File: src/rtl/pdp8_iobus_if.sv
// PDP-8 I/O bus bundle: CPU IOT path, per-device responses, DMA channels and memory port.
// The bus module takes the slave modport; the surrounding system drives the master side.
interface pdp8_iobus_if #(
  parameter int unsigned NDEV = 4,
  parameter int unsigned NDMA = 2,
  parameter int unsigned IW   = 4
);
  logic                 iot;
  logic [5:0]           io_select;
  logic [NDEV*6-1:0]    dev_code;
  logic [NDEV*12-1:0]   dev_data_out;
  logic [NDEV-1:0]      dev_data_avail;
  logic [NDEV-1:0]      dev_skip;
  logic [NDEV-1:0]      dev_clear_ac;
  logic [NDEV-1:0]      dev_interrupt;
  logic [NDEV-1:0]      dev_selected;
  logic [11:0]          io_data_out;
  logic                 io_data_avail;
  logic                 io_skip;
  logic                 io_clear_ac;
  logic                 io_interrupt;
  logic [IW-1:0]        io_int_dev;
  logic [NDMA-1:0]      dma_read_req;
  logic [NDMA-1:0]      dma_write_req;
  logic [NDMA*15-1:0]   dma_ma;
  logic [NDMA*12-1:0]   dma_wdata;
  logic [NDMA-1:0]      dma_done;
  logic [11:0]          dma_rdata;
  logic                 io_ram_read_req;
  logic                 io_ram_write_req;
  logic [14:0]          io_ram_ma;
  logic [11:0]          io_ram_out;
  logic                 io_ram_done;
  logic [11:0]          io_ram_in;

  modport master (
    output iot, io_select, dev_code, dev_data_out, dev_data_avail, dev_skip, dev_clear_ac,
           dev_interrupt, dma_read_req, dma_write_req, dma_ma, dma_wdata, io_ram_done, io_ram_in,
    input  dev_selected, io_data_out, io_data_avail, io_skip, io_clear_ac, io_interrupt,
           io_int_dev, dma_done, dma_rdata, io_ram_read_req, io_ram_write_req, io_ram_ma,
           io_ram_out
  );

  modport slave (
    input  iot, io_select, dev_code, dev_data_out, dev_data_avail, dev_skip, dev_clear_ac,
           dev_interrupt, dma_read_req, dma_write_req, dma_ma, dma_wdata, io_ram_done, io_ram_in,
    output dev_selected, io_data_out, io_data_avail, io_skip, io_clear_ac, io_interrupt,
           io_int_dev, dma_done, dma_rdata, io_ram_read_req, io_ram_write_req, io_ram_ma,
           io_ram_out
  );
endinterface

File: src/rtl/pdp8_iobus.sv
// PDP-8 I/O bus: IOT device select and response mux, interrupt collection, and a
// round-robin data-break arbiter in front of a single memory port.
module pdp8_iobus #(
  parameter int unsigned NDEV = 4,
  parameter int unsigned NDMA = 2,
  parameter int unsigned IW   = 4
) (
  input logic         clk,
  input logic         reset,
  pdp8_iobus_if.slave bus
);

  localparam int unsigned PW = (NDMA > 1) ? $clog2(NDMA) : 1;

  typedef enum logic [1:0] {StIdle, StIssue, StWait} state_e;

  state_e            r_state;
  logic [PW-1:0]     r_ptr;
  logic [PW-1:0]     r_grant;
  logic [14:0]       r_ma;
  logic [11:0]       r_wdata;
  logic              r_write;
  logic              r_read_req;
  logic              r_write_req;
  logic [NDMA-1:0]   r_done;
  logic [11:0]       r_rdata;
  logic [NDEV-1:0]   r_int;

  logic [NDEV-1:0]   w_sel;
  logic              w_hit;
  logic [11:0]       w_data;
  logic              w_avail;
  logic              w_skip;
  logic              w_clear;
  logic [IW-1:0]     w_int_dev;
  logic [NDMA-1:0]   w_req;
  logic              w_any;
  logic [PW-1:0]     w_pick;
  logic [PW-1:0]     w_next_ptr;

  // Lowest-index match wins so duplicate device codes never produce two selects.
  always_comb begin
    w_sel = '0;
    w_hit = 1'b0;
    for (int i = 0; i < int'(NDEV); i++) begin
      if (!w_hit && bus.iot && (bus.io_select == bus.dev_code[6*i +: 6])) begin
        w_sel[i] = 1'b1;
        w_hit    = 1'b1;
      end
    end
  end

  always_comb begin
    w_data  = '0;
    w_avail = 1'b0;
    w_skip  = 1'b0;
    w_clear = 1'b0;
    for (int i = 0; i < int'(NDEV); i++) begin
      if (w_sel[i]) begin
        w_data  = w_data | bus.dev_data_out[12*i +: 12];
        w_avail = w_avail | bus.dev_data_avail[i];
        w_skip  = w_skip | bus.dev_skip[i];
        w_clear = w_clear | bus.dev_clear_ac[i];
      end
    end
  end

  always_comb begin
    w_int_dev = '0;
    for (int i = int'(NDEV) - 1; i >= 0; i--) begin
      if (r_int[i]) begin
        w_int_dev = IW'(i);
      end
    end
  end

  // A channel seeing its done pulse this cycle is masked so it is not re-granted before it
  // has had the chance to drop its request.
  assign w_req = (bus.dma_read_req | bus.dma_write_req) & ~r_done;

  always_comb begin
    w_any  = 1'b0;
    w_pick = '0;
    for (int k = 0; k < int'(NDMA); k++) begin
      if (!w_any && w_req[(int'(r_ptr) + k) % int'(NDMA)]) begin
        w_any  = 1'b1;
        w_pick = PW'((int'(r_ptr) + k) % int'(NDMA));
      end
    end
  end

  assign w_next_ptr = (r_grant == PW'(NDMA - 1)) ? '0 : r_grant + PW'(1);

  always_ff @(posedge clk or posedge reset) begin
    if (reset) begin
      r_state     <= StIdle;
      r_ptr       <= '0;
      r_grant     <= '0;
      r_ma        <= '0;
      r_wdata     <= '0;
      r_write     <= 1'b0;
      r_read_req  <= 1'b0;
      r_write_req <= 1'b0;
      r_done      <= '0;
      r_rdata     <= '0;
      r_int       <= '0;
    end else begin
      r_int  <= bus.dev_interrupt;
      r_done <= '0;
      case (r_state)
        StIdle: begin
          if (w_any) begin
            r_grant <= w_pick;
            r_ma    <= bus.dma_ma[15*int'(w_pick) +: 15];
            r_wdata <= bus.dma_wdata[12*int'(w_pick) +: 12];
            // Write takes priority when a channel raises both requests.
            r_write <= bus.dma_write_req[w_pick];
            r_state <= StIssue;
          end
        end
        StIssue: begin
          r_read_req  <= ~r_write;
          r_write_req <= r_write;
          r_state     <= StWait;
        end
        StWait: begin
          if (bus.io_ram_done) begin
            r_read_req      <= 1'b0;
            r_write_req     <= 1'b0;
            r_done[r_grant] <= 1'b1;
            if (!r_write) begin
              r_rdata <= bus.io_ram_in;
            end
            r_ptr   <= w_next_ptr;
            r_state <= StIdle;
          end
        end
        default: r_state <= StIdle;
      endcase
    end
  end

  assign bus.dev_selected     = w_sel;
  assign bus.io_data_out      = w_data;
  assign bus.io_data_avail    = w_avail;
  assign bus.io_skip          = w_skip;
  assign bus.io_clear_ac      = w_clear;
  assign bus.io_interrupt     = |r_int;
  assign bus.io_int_dev       = w_int_dev;
  assign bus.dma_done         = r_done;
  assign bus.dma_rdata        = r_rdata;
  assign bus.io_ram_read_req  = r_read_req;
  assign bus.io_ram_write_req = r_write_req;
  assign bus.io_ram_ma        = r_ma;
  assign bus.io_ram_out       = r_wdata;

endmodule

File: src/flat_wrapper.sv
// flat-port wrapper written by rule: the top's interface ports become plain ports
module pdp8_iobus_flat 
#(
  parameter int unsigned NDEV = 4,
  parameter int unsigned NDMA = 2,
  parameter int unsigned IW   = 4
)
  (clk, reset, bus_iot, bus_io_select, bus_dev_code, bus_dev_data_out, bus_dev_data_avail, bus_dev_skip, bus_dev_clear_ac, bus_dev_interrupt, bus_dma_read_req, bus_dma_write_req, bus_dma_ma, bus_dma_wdata, bus_io_ram_done, bus_io_ram_in, bus_dev_selected, bus_io_data_out, bus_io_data_avail, bus_io_skip, bus_io_clear_ac, bus_io_interrupt, bus_io_int_dev, bus_dma_done, bus_dma_rdata, bus_io_ram_read_req, bus_io_ram_write_req, bus_io_ram_ma, bus_io_ram_out);
  pdp8_iobus_if #(.NDEV(NDEV), .NDMA(NDMA), .IW(IW)) bus_i ();
  input logic clk;
  input logic reset;
  input wire logic [$bits(bus_i.iot)-1:0] bus_iot;
  input wire logic [$bits(bus_i.io_select)-1:0] bus_io_select;
  input wire logic [$bits(bus_i.dev_code)-1:0] bus_dev_code;
  input wire logic [$bits(bus_i.dev_data_out)-1:0] bus_dev_data_out;
  input wire logic [$bits(bus_i.dev_data_avail)-1:0] bus_dev_data_avail;
  input wire logic [$bits(bus_i.dev_skip)-1:0] bus_dev_skip;
  input wire logic [$bits(bus_i.dev_clear_ac)-1:0] bus_dev_clear_ac;
  input wire logic [$bits(bus_i.dev_interrupt)-1:0] bus_dev_interrupt;
  input wire logic [$bits(bus_i.dma_read_req)-1:0] bus_dma_read_req;
  input wire logic [$bits(bus_i.dma_write_req)-1:0] bus_dma_write_req;
  input wire logic [$bits(bus_i.dma_ma)-1:0] bus_dma_ma;
  input wire logic [$bits(bus_i.dma_wdata)-1:0] bus_dma_wdata;
  input wire logic [$bits(bus_i.io_ram_done)-1:0] bus_io_ram_done;
  input wire logic [$bits(bus_i.io_ram_in)-1:0] bus_io_ram_in;
  output wire logic [$bits(bus_i.dev_selected)-1:0] bus_dev_selected;
  output wire logic [$bits(bus_i.io_data_out)-1:0] bus_io_data_out;
  output wire logic [$bits(bus_i.io_data_avail)-1:0] bus_io_data_avail;
  output wire logic [$bits(bus_i.io_skip)-1:0] bus_io_skip;
  output wire logic [$bits(bus_i.io_clear_ac)-1:0] bus_io_clear_ac;
  output wire logic [$bits(bus_i.io_interrupt)-1:0] bus_io_interrupt;
  output wire logic [$bits(bus_i.io_int_dev)-1:0] bus_io_int_dev;
  output wire logic [$bits(bus_i.dma_done)-1:0] bus_dma_done;
  output wire logic [$bits(bus_i.dma_rdata)-1:0] bus_dma_rdata;
  output wire logic [$bits(bus_i.io_ram_read_req)-1:0] bus_io_ram_read_req;
  output wire logic [$bits(bus_i.io_ram_write_req)-1:0] bus_io_ram_write_req;
  output wire logic [$bits(bus_i.io_ram_ma)-1:0] bus_io_ram_ma;
  output wire logic [$bits(bus_i.io_ram_out)-1:0] bus_io_ram_out;
  assign bus_i.iot = bus_iot;
  assign bus_i.io_select = bus_io_select;
  assign bus_i.dev_code = bus_dev_code;
  assign bus_i.dev_data_out = bus_dev_data_out;
  assign bus_i.dev_data_avail = bus_dev_data_avail;
  assign bus_i.dev_skip = bus_dev_skip;
  assign bus_i.dev_clear_ac = bus_dev_clear_ac;
  assign bus_i.dev_interrupt = bus_dev_interrupt;
  assign bus_i.dma_read_req = bus_dma_read_req;
  assign bus_i.dma_write_req = bus_dma_write_req;
  assign bus_i.dma_ma = bus_dma_ma;
  assign bus_i.dma_wdata = bus_dma_wdata;
  assign bus_i.io_ram_done = bus_io_ram_done;
  assign bus_i.io_ram_in = bus_io_ram_in;
  assign bus_dev_selected = bus_i.dev_selected;
  assign bus_io_data_out = bus_i.io_data_out;
  assign bus_io_data_avail = bus_i.io_data_avail;
  assign bus_io_skip = bus_i.io_skip;
  assign bus_io_clear_ac = bus_i.io_clear_ac;
  assign bus_io_interrupt = bus_i.io_interrupt;
  assign bus_io_int_dev = bus_i.io_int_dev;
  assign bus_dma_done = bus_i.dma_done;
  assign bus_dma_rdata = bus_i.dma_rdata;
  assign bus_io_ram_read_req = bus_i.io_ram_read_req;
  assign bus_io_ram_write_req = bus_i.io_ram_write_req;
  assign bus_io_ram_ma = bus_i.io_ram_ma;
  assign bus_io_ram_out = bus_i.io_ram_out;
  pdp8_iobus #(.NDEV(NDEV), .NDMA(NDMA), .IW(IW)) u_core (.clk(clk), .reset(reset), .bus(bus_i));
endmodule
File: config.mk
export PLATFORM = sky130hd
export DESIGN_NAME = pdp8_iobus_flat
export DESIGN_NICKNAME = d
export VERILOG_FILES = /design/src/rtl/pdp8_iobus_if.sv /design/src/rtl/pdp8_iobus.sv /design/src/flat_wrapper.sv
export SDC_FILE = /design/constraint.sdc
export NUM_CORES = 1
export LEC_CHECK = 0
export ABC_AREA = 1
export BUFFER_PORTS_ARGS = -buffer_cell sky130_fd_sc_hd__buf_2
export CAP_MARGIN = 25
export CORE_MARGIN = 4
export CORE_UTILIZATION = 42
export CTS_CLUSTER_SIZE = 10
export DETAILED_ROUTE_END_ITERATION = 8
export PLACE_DENSITY_LB_ADDON = 0.05
export SYNTH_ARGS = -nofsm -noshare
export SYNTH_HDL_FRONTEND = slang
export SYNTH_SLANG_ARGS = --single-unit
File: constraint.sdc
create_clock -name clk -period 1.7 [get_ports clk]
set_input_delay 0.17 -clock clk [delete_from_list [all_inputs] [get_ports clk]]
set_output_delay 0.17 -clock clk [all_outputs]
set_load 0.1 [all_outputs]
# ---- After elaboration in Yosys (flattened, before gate mapping)
# Cells that the tools add are included.
dict set report classes {
  add_sub_neg 2
  multipliers 2
  n_lt_le_gt_ge 5
  n_eq_ne 8
  n_shift 2
  n_mux 48
  bitwise 17
  reduce_logical 21
}
# operator count
set op_table {}
lappend op_table {{12-bit 2-to-1 mux} 4}
lappend op_table {{12-bit OR} 3}
lappend op_table {{1-bit 2-to-1 mux} 32}
lappend op_table {{24-bit by 32-bit indexed part select with 12-bit output} 1}
lappend op_table {{30-bit by 32-bit indexed part select with 15-bit output} 1}
lappend op_table {{6-bit == test} 4}
lappend op_table {{2-bit 2-to-1 mux} 8}
lappend op_table {{1-bit logical AND} 9}
lappend op_table {{1-bit OR} 9}
lappend op_table {{2-bit AND reduction} 4}
lappend op_table {{1-bit by 2-bit < comparator with 1-bit output, second input constant} 3}
lappend op_table {{2-bit one-hot mux with 3 select lines} 1}
lappend op_table {{4-bit by 1-bit multiplier with 5-bit output, first input constant} 1}
lappend op_table {{1-bit zero test} 4}
lappend op_table {{1-bit one-hot mux with 2 select lines} 2}
lappend op_table {{4-bit OR reduction} 1}
lappend op_table {{2-bit by 3-bit < comparator with 1-bit output, second input constant} 1}
lappend op_table {{2-bit by 1-bit multiplier with 3-bit output, first input constant} 1}
lappend op_table {{3-bit AND reduction} 1}
lappend op_table {{1-bit adder, second input constant} 2}
lappend op_table {{2-bit bitwise AND} 1}
lappend op_table {{2-bit by 1-bit == test with 1-bit output, second input constant} 1}
lappend op_table {{2-bit == test, second input constant} 1}
lappend op_table {{2-bit zero test} 1}
lappend op_table {{other kinds (9)} 9}
dict set report word_totals {
  register_bits 52
  input_bits 168
  output_inout_bits 67
  word_cells 116
}

# ---- Depth between registers and ports, before layout
dict set report depth {
  word_depth 16
  depth_mapped 11
  ltp_nobuf 10
}

# ---- Worst setup path after synthesis
# Ideal clock, no wire load.
dict set report synth_path {
  path_kind {input -> output}
  start {input port bus_iot}
  end {output port bus_dev_selected[2]}
  arrival_time_ns 3.601
  required_ns 1.530
  path_slack_ns -2.071
  path_stages 7
  n_path_buf 2
  cell_sequence {buf_4 > inv_1 > a21oi_1 > nand2_2 > nor2_8 > buf_8 > nor4_1}
}
dict set report synth_between {
  elab_chain_cells 10
}
# item line_no
set synth_rtl {}
lappend synth_rtl {{start: declaration} flat_wrapper.sv:12} ;# input wire logic [$bits(bus_i.iot)-1:0] bus_iot;
lappend synth_rtl {{1-bit logical AND} pdp8_iobus.sv:46} ;# if (!w_hit && bus.iot && (bus.io_select == bus.dev_code[6*i +: 6])) begin
lappend synth_rtl {{1-bit 2-to-1 mux} pdp8_iobus.sv:46}
lappend synth_rtl {{1-bit zero test} pdp8_iobus.sv:46}
lappend synth_rtl {{1-bit logical AND (2 in series)} pdp8_iobus.sv:46}
lappend synth_rtl {{1-bit 2-to-1 mux} pdp8_iobus.sv:46}
lappend synth_rtl {{1-bit zero test} pdp8_iobus.sv:46}
lappend synth_rtl {{1-bit logical AND * (2 in series)} pdp8_iobus.sv:46}
lappend synth_rtl {{1-bit 2-to-1 mux *} pdp8_iobus.sv:46}
lappend synth_rtl {{end: declaration} flat_wrapper.sv:26} ;# output wire logic [$bits(bus_i.dev_selected)-1:0] bus_dev_selected;
# Every way passes the cells marked *; elsewhere a longest branch is shown, timed or not.

# ---- Final worst setup path
dict set report layout_path {
  start {input port bus_io_select[4]}
  end {output port bus_io_data_out[7]}
}
dict set report layout_between {
  elab_chain_cells 16
  elab_cells_between_ends 27
}
# item line_no
set layout_rtl {}
lappend layout_rtl {{start: declaration} flat_wrapper.sv:13} ;# input wire logic [$bits(bus_i.io_select)-1:0] bus_io_select;
lappend layout_rtl {{6-bit == test} pdp8_iobus.sv:46}
lappend layout_rtl {{1-bit logical AND} pdp8_iobus.sv:46}
lappend layout_rtl {{1-bit 2-to-1 mux} pdp8_iobus.sv:46}
lappend layout_rtl {{1-bit zero test} pdp8_iobus.sv:46}
lappend layout_rtl {{1-bit logical AND (2 in series)} pdp8_iobus.sv:46}
lappend layout_rtl {{1-bit 2-to-1 mux} pdp8_iobus.sv:46}
lappend layout_rtl {{1-bit zero test} pdp8_iobus.sv:46}
lappend layout_rtl {{1-bit logical AND (2 in series)} pdp8_iobus.sv:46}
lappend layout_rtl {{1-bit 2-to-1 mux} pdp8_iobus.sv:46}
lappend layout_rtl {{1-bit zero test} pdp8_iobus.sv:46}
lappend layout_rtl {{1-bit logical AND (2 in series)} pdp8_iobus.sv:46}
lappend layout_rtl {{1-bit 2-to-1 mux} pdp8_iobus.sv:46}
lappend layout_rtl {{12-bit 2-to-1 mux *} pdp8_iobus.sv:59} ;# if (w_sel[i]) begin
lappend layout_rtl {{end: declaration} flat_wrapper.sv:27} ;# output wire logic [$bits(bus_i.io_data_out)-1:0] bus_io_data_out;
# Marked as above.

==> impl_metrics.toml <==
[flow_run]
drv_cap = 0

[placed_design]
finalWeightedCongestion = 0.857
place_hpwl_mm = 9.69
port_buffers = 232
placed_cell_area_sq_um = 5160

[grt]
grt_max_degree = 30
grt_remaining_overflow = 0
grt_pass1_wl_mm = 19.9
antenna_found_initial = 0
track_usage = 0.254
first_global_vias = 4083

[synth]
synth-async-reset-ratio = 1.00
avgSynthCellArea_sq_um = 7.51
synth.distinct_cells = 33
synthFlopType = "dfrtp_1"
ys_seq_area_frac = 0.383
netlist_instances = 453
ys_warn_count = 0
ys_ff_latch = 52
syn_area_sq_um = 3400
synth_edf_count = 0

[layout]
antenna_cells = 0
area_growth_pct = 65.2
seqCellArea_sq_um = 1300
fill_cells = 634
multi_input_area_sq_um = 1980
fin_nets = 871
final_area_sq_um = 5620
drive_above_1_share = 0.528

[clocking]
clk_latency_ns = 0.30
clk_path_buf_depth = 2
worst_setup_hold_path_clk_slew_ns = 0.09
cts_tree = "done"
numCtsBuffers = 5
clock_sinks = 52
root_buffer = "clkbuf_8"
htreeDepth = 2

[floorplan]
rows = 32
die_w_microns = 98.0
start_util = 0.436
io_pins = 235
core_sq_um = 7810
chipHeight_microns = 98.0
fp.dieArea_sq_um = 9600

[worst_hold_path]
hold_path.class = "input port to flip-flop"
hold_depth = 2

[setup_path]
startpoint_type = "input port"
critPathBufInv = 5
crit_family = "simple AND/OR/NAND/NOR gates"
cp_max_fo = 5
crit_arrival_ns = 1.47
slowest_delay_ns = 0.21
slowest_stage = "nor2_8"
cp-end-kind = "primary output"
crit_chain = "buf_6 -> inv_2 -> nand2_2 -> o21ai_2 -> nor2_2 -> nand2_2 -> nor2_8 -> clkbuf_16 -> nand3_2 -> nand2_1 -> inv_1 -> nand3_2 -> buf_12"
path_class = "input port to primary output"
path_depth = 13
reg2regPathDepth = 7
cp.required_ns = 1.53

[sta]
rsz0062_at_grt = "true"
fmax_ghz = 0.611
tightest_slew_ns = 0.523
hold_viol_final = 0
period_needed_ns = 1.64
final-max-slew-violation-count = 0
slew_headroom = 0.654
clock_skew_ns = 0.00703
finalSetupViolations = 0
finalCritPeriodShare = 0.963

[detailed_routing]
wl_per_cell_microns = 15.7
wl_mm = 12.7
ant_nets = 0
dr.pass1.iters = 4
initialDrtViolationCount = 146
drc_errors = 0
dr_total_vias = 4043
via_per_inst = 5.02

[pwr]
power_uw = 9450
p_per_area_nw_per_um2 = 1680
power.leakage_uw = 0.00298
ir_drop_uv = 1970

[status]
status = "completed"
-- metal layers --
layer	GRT usage	up-vias	share of wire
li1	-	1975	-
met1	0.303	1854	0.39
met2	0.450	186	0.50
met3	0.0600	28	0.085
met4	0.0809	0	0.030
met5	0	-	0
-- report_power, final --
part	switching [uW]	total, uW	internal (uW)
clock	394	829	436
combinational	5250	6490	1240
sequential	312	2130	1820
total	5960	9450	3500
-- per-stage QoR --
stage / instances / setup TNS (ns) / worst slack (ns) / utilization / hold WS, ns
CTS: 806 / 0 / 0.00347 / 0.701 / 0.0914
floorplan: 454 / -0.289 / -0.207 / - / 0.201
finish: 806 / 0 / 0.0623 / 0.719 / 0.0941
detailed placement: 788 / -4.33 / -0.293 / 0.660 / 0.227
global placement: 788 / -3.20 / -0.211 / 0.660 / 0.223
global route: 806 / -0.120 / -0.0220 / 0.719 / 0.0839
-- worst reg2reg max path, cell delays in order, from the launching register on --
cell and delay [ns]:
dfrtp_2 0.40, nor2_1 0.16, nand2_1 0.07, nand2_1 0.08
inv_1 0.14, buf_12 0.20, o21ai_0 0.19, o21ai_0 0.13
-- worst paths after layout --
kind	start	to	slack, ns
setup / recovery	bus_io_select[4]	bus_io_data_out[7]	0.06
hold / removal	bus_io_ram_in[10]	u_core.bus.dma_rdata[10]	0.09
setup reg to reg	u_core.bus.dma_done[0]	u_core.bus.io_ram_ma[8]	0.20
hold reg to reg	u_core.r_grant	u_core.bus.dma_done[0]	0.47
max in group asynchronous	reset	u_core.bus.dma_done[1]	0.72
min in group asynchronous	reset	u_core.bus.dma_rdata[2]	0.44
-- synth_stat cells, types with 2 or more instances --
cell type	count	area, sq um
nand2_1	99	372
o21ai_0	55	275
dfrtp_1	52	1300
nor2_1	51	191
nand3_1	45	225
inv_1	40	150
nand3_2	19	190
nand4_1	15	93.8
mux2_2	12	135
buf_2	7	35.0
clkbuf_1	7	26.3
inv_2	6	22.5
xor2_1	6	52.6
buf_4	5	37.5
buf_6	5	56.3
a21oi_1	4	20.0
nor2_4	4	45.0
o21ai_1	3	15.0
and2_1	2	12.5
nand2_2	2	12.5
nor2_2	2	12.5
-- state kept, by name, summed over array words and instances (netlist names) --
name,count
u_core.r_write,1
u_core.r_state,2
u_core.bus.io_ram_ma,15
u_core.bus.io_ram_out,12
u_core.r_ptr,1
u_core.r_int,4
u_core.bus.io_ram_write_req,1
u_core.bus.dma_done,2
u_core.r_grant,1
u_core.bus.dma_rdata,12
u_core.bus.io_ram_read_req,1
-- area by class of cell --
| class | instances | share of cell area |
|---|---|---|
| Clock buffer | 5 | 0.0123 |
| Clock inverter | 3 | 0.00757 |
| Inverter | 46 | 0.0330 |
| Multi-Input combinational cell | 332 | 0.353 |
| Sequential cell | 52 | 0.232 |
| Tap cell | 102 | 0.0227 |
| Timing Repair Buffer | 266 | 0.339 |
-- cells in the final DEF (no fill, tap or decap), types with 3 or more instances in the layout --
| master | netlist | final |
|---|---|---|
| mux2_2 | 12 | 12 |
| buf_12 | 0 | 25 |
| xor2_1 | 6 | 6 |
| buf_4 | 5 | 17 |
| buf_2 | 7 | 204 |
| buf_8 | 1 | 3 |
| a21oi_1 | 4 | 3 |
| inv_4 | 0 | 3 |
| nand2_2 | 2 | 11 |
| nor2_4 | 4 | 6 |
| inv_2 | 6 | 6 |
| dlygate4sd3_1 | 0 | 5 |
| buf_6 | 5 | 10 |
| nor2_1 | 51 | 45 |
| clkbuf_8 | 0 | 5 |
| nor2_2 | 2 | 7 |
| o21ai_0 | 55 | 55 |
| inv_1 | 40 | 36 |
| nand3_1 | 45 | 22 |
| dfrtp_1 | 52 | 50 |
| nand4_1 | 15 | 15 |
| nand2_1 | 99 | 89 |
| nand3_2 | 19 | 42 |
-- what timing repair did --
| action | in CTS | in global routing |
|---|---|---|
| hold buffers | 5 | 0 |
| setup buffers | 6 | 1 |
| gates cloned | 2 | 2 |
| resized for setup | 23 | 44 |
| pin swaps | 27 | 36 |
| setup endpoints to repair | 16 | 18 |
| hold endpoints to repair | 27 | 0 |
-- cell families after synthesis --
kind of cell / after synthesis / share of synthesized area
AOI/OAI and AO/OA: 64 / 0.0957
xor gates and xnor gates: 7 / 0.0180
buffers and inverters: 71 / 0.101
DFF: 52 / 0.383
muxes: 12 / 0.0397
other: 1 / 0.00110
and+or+nand+nor: 246 / 0.362
Power figures use the tool's default switching activity.
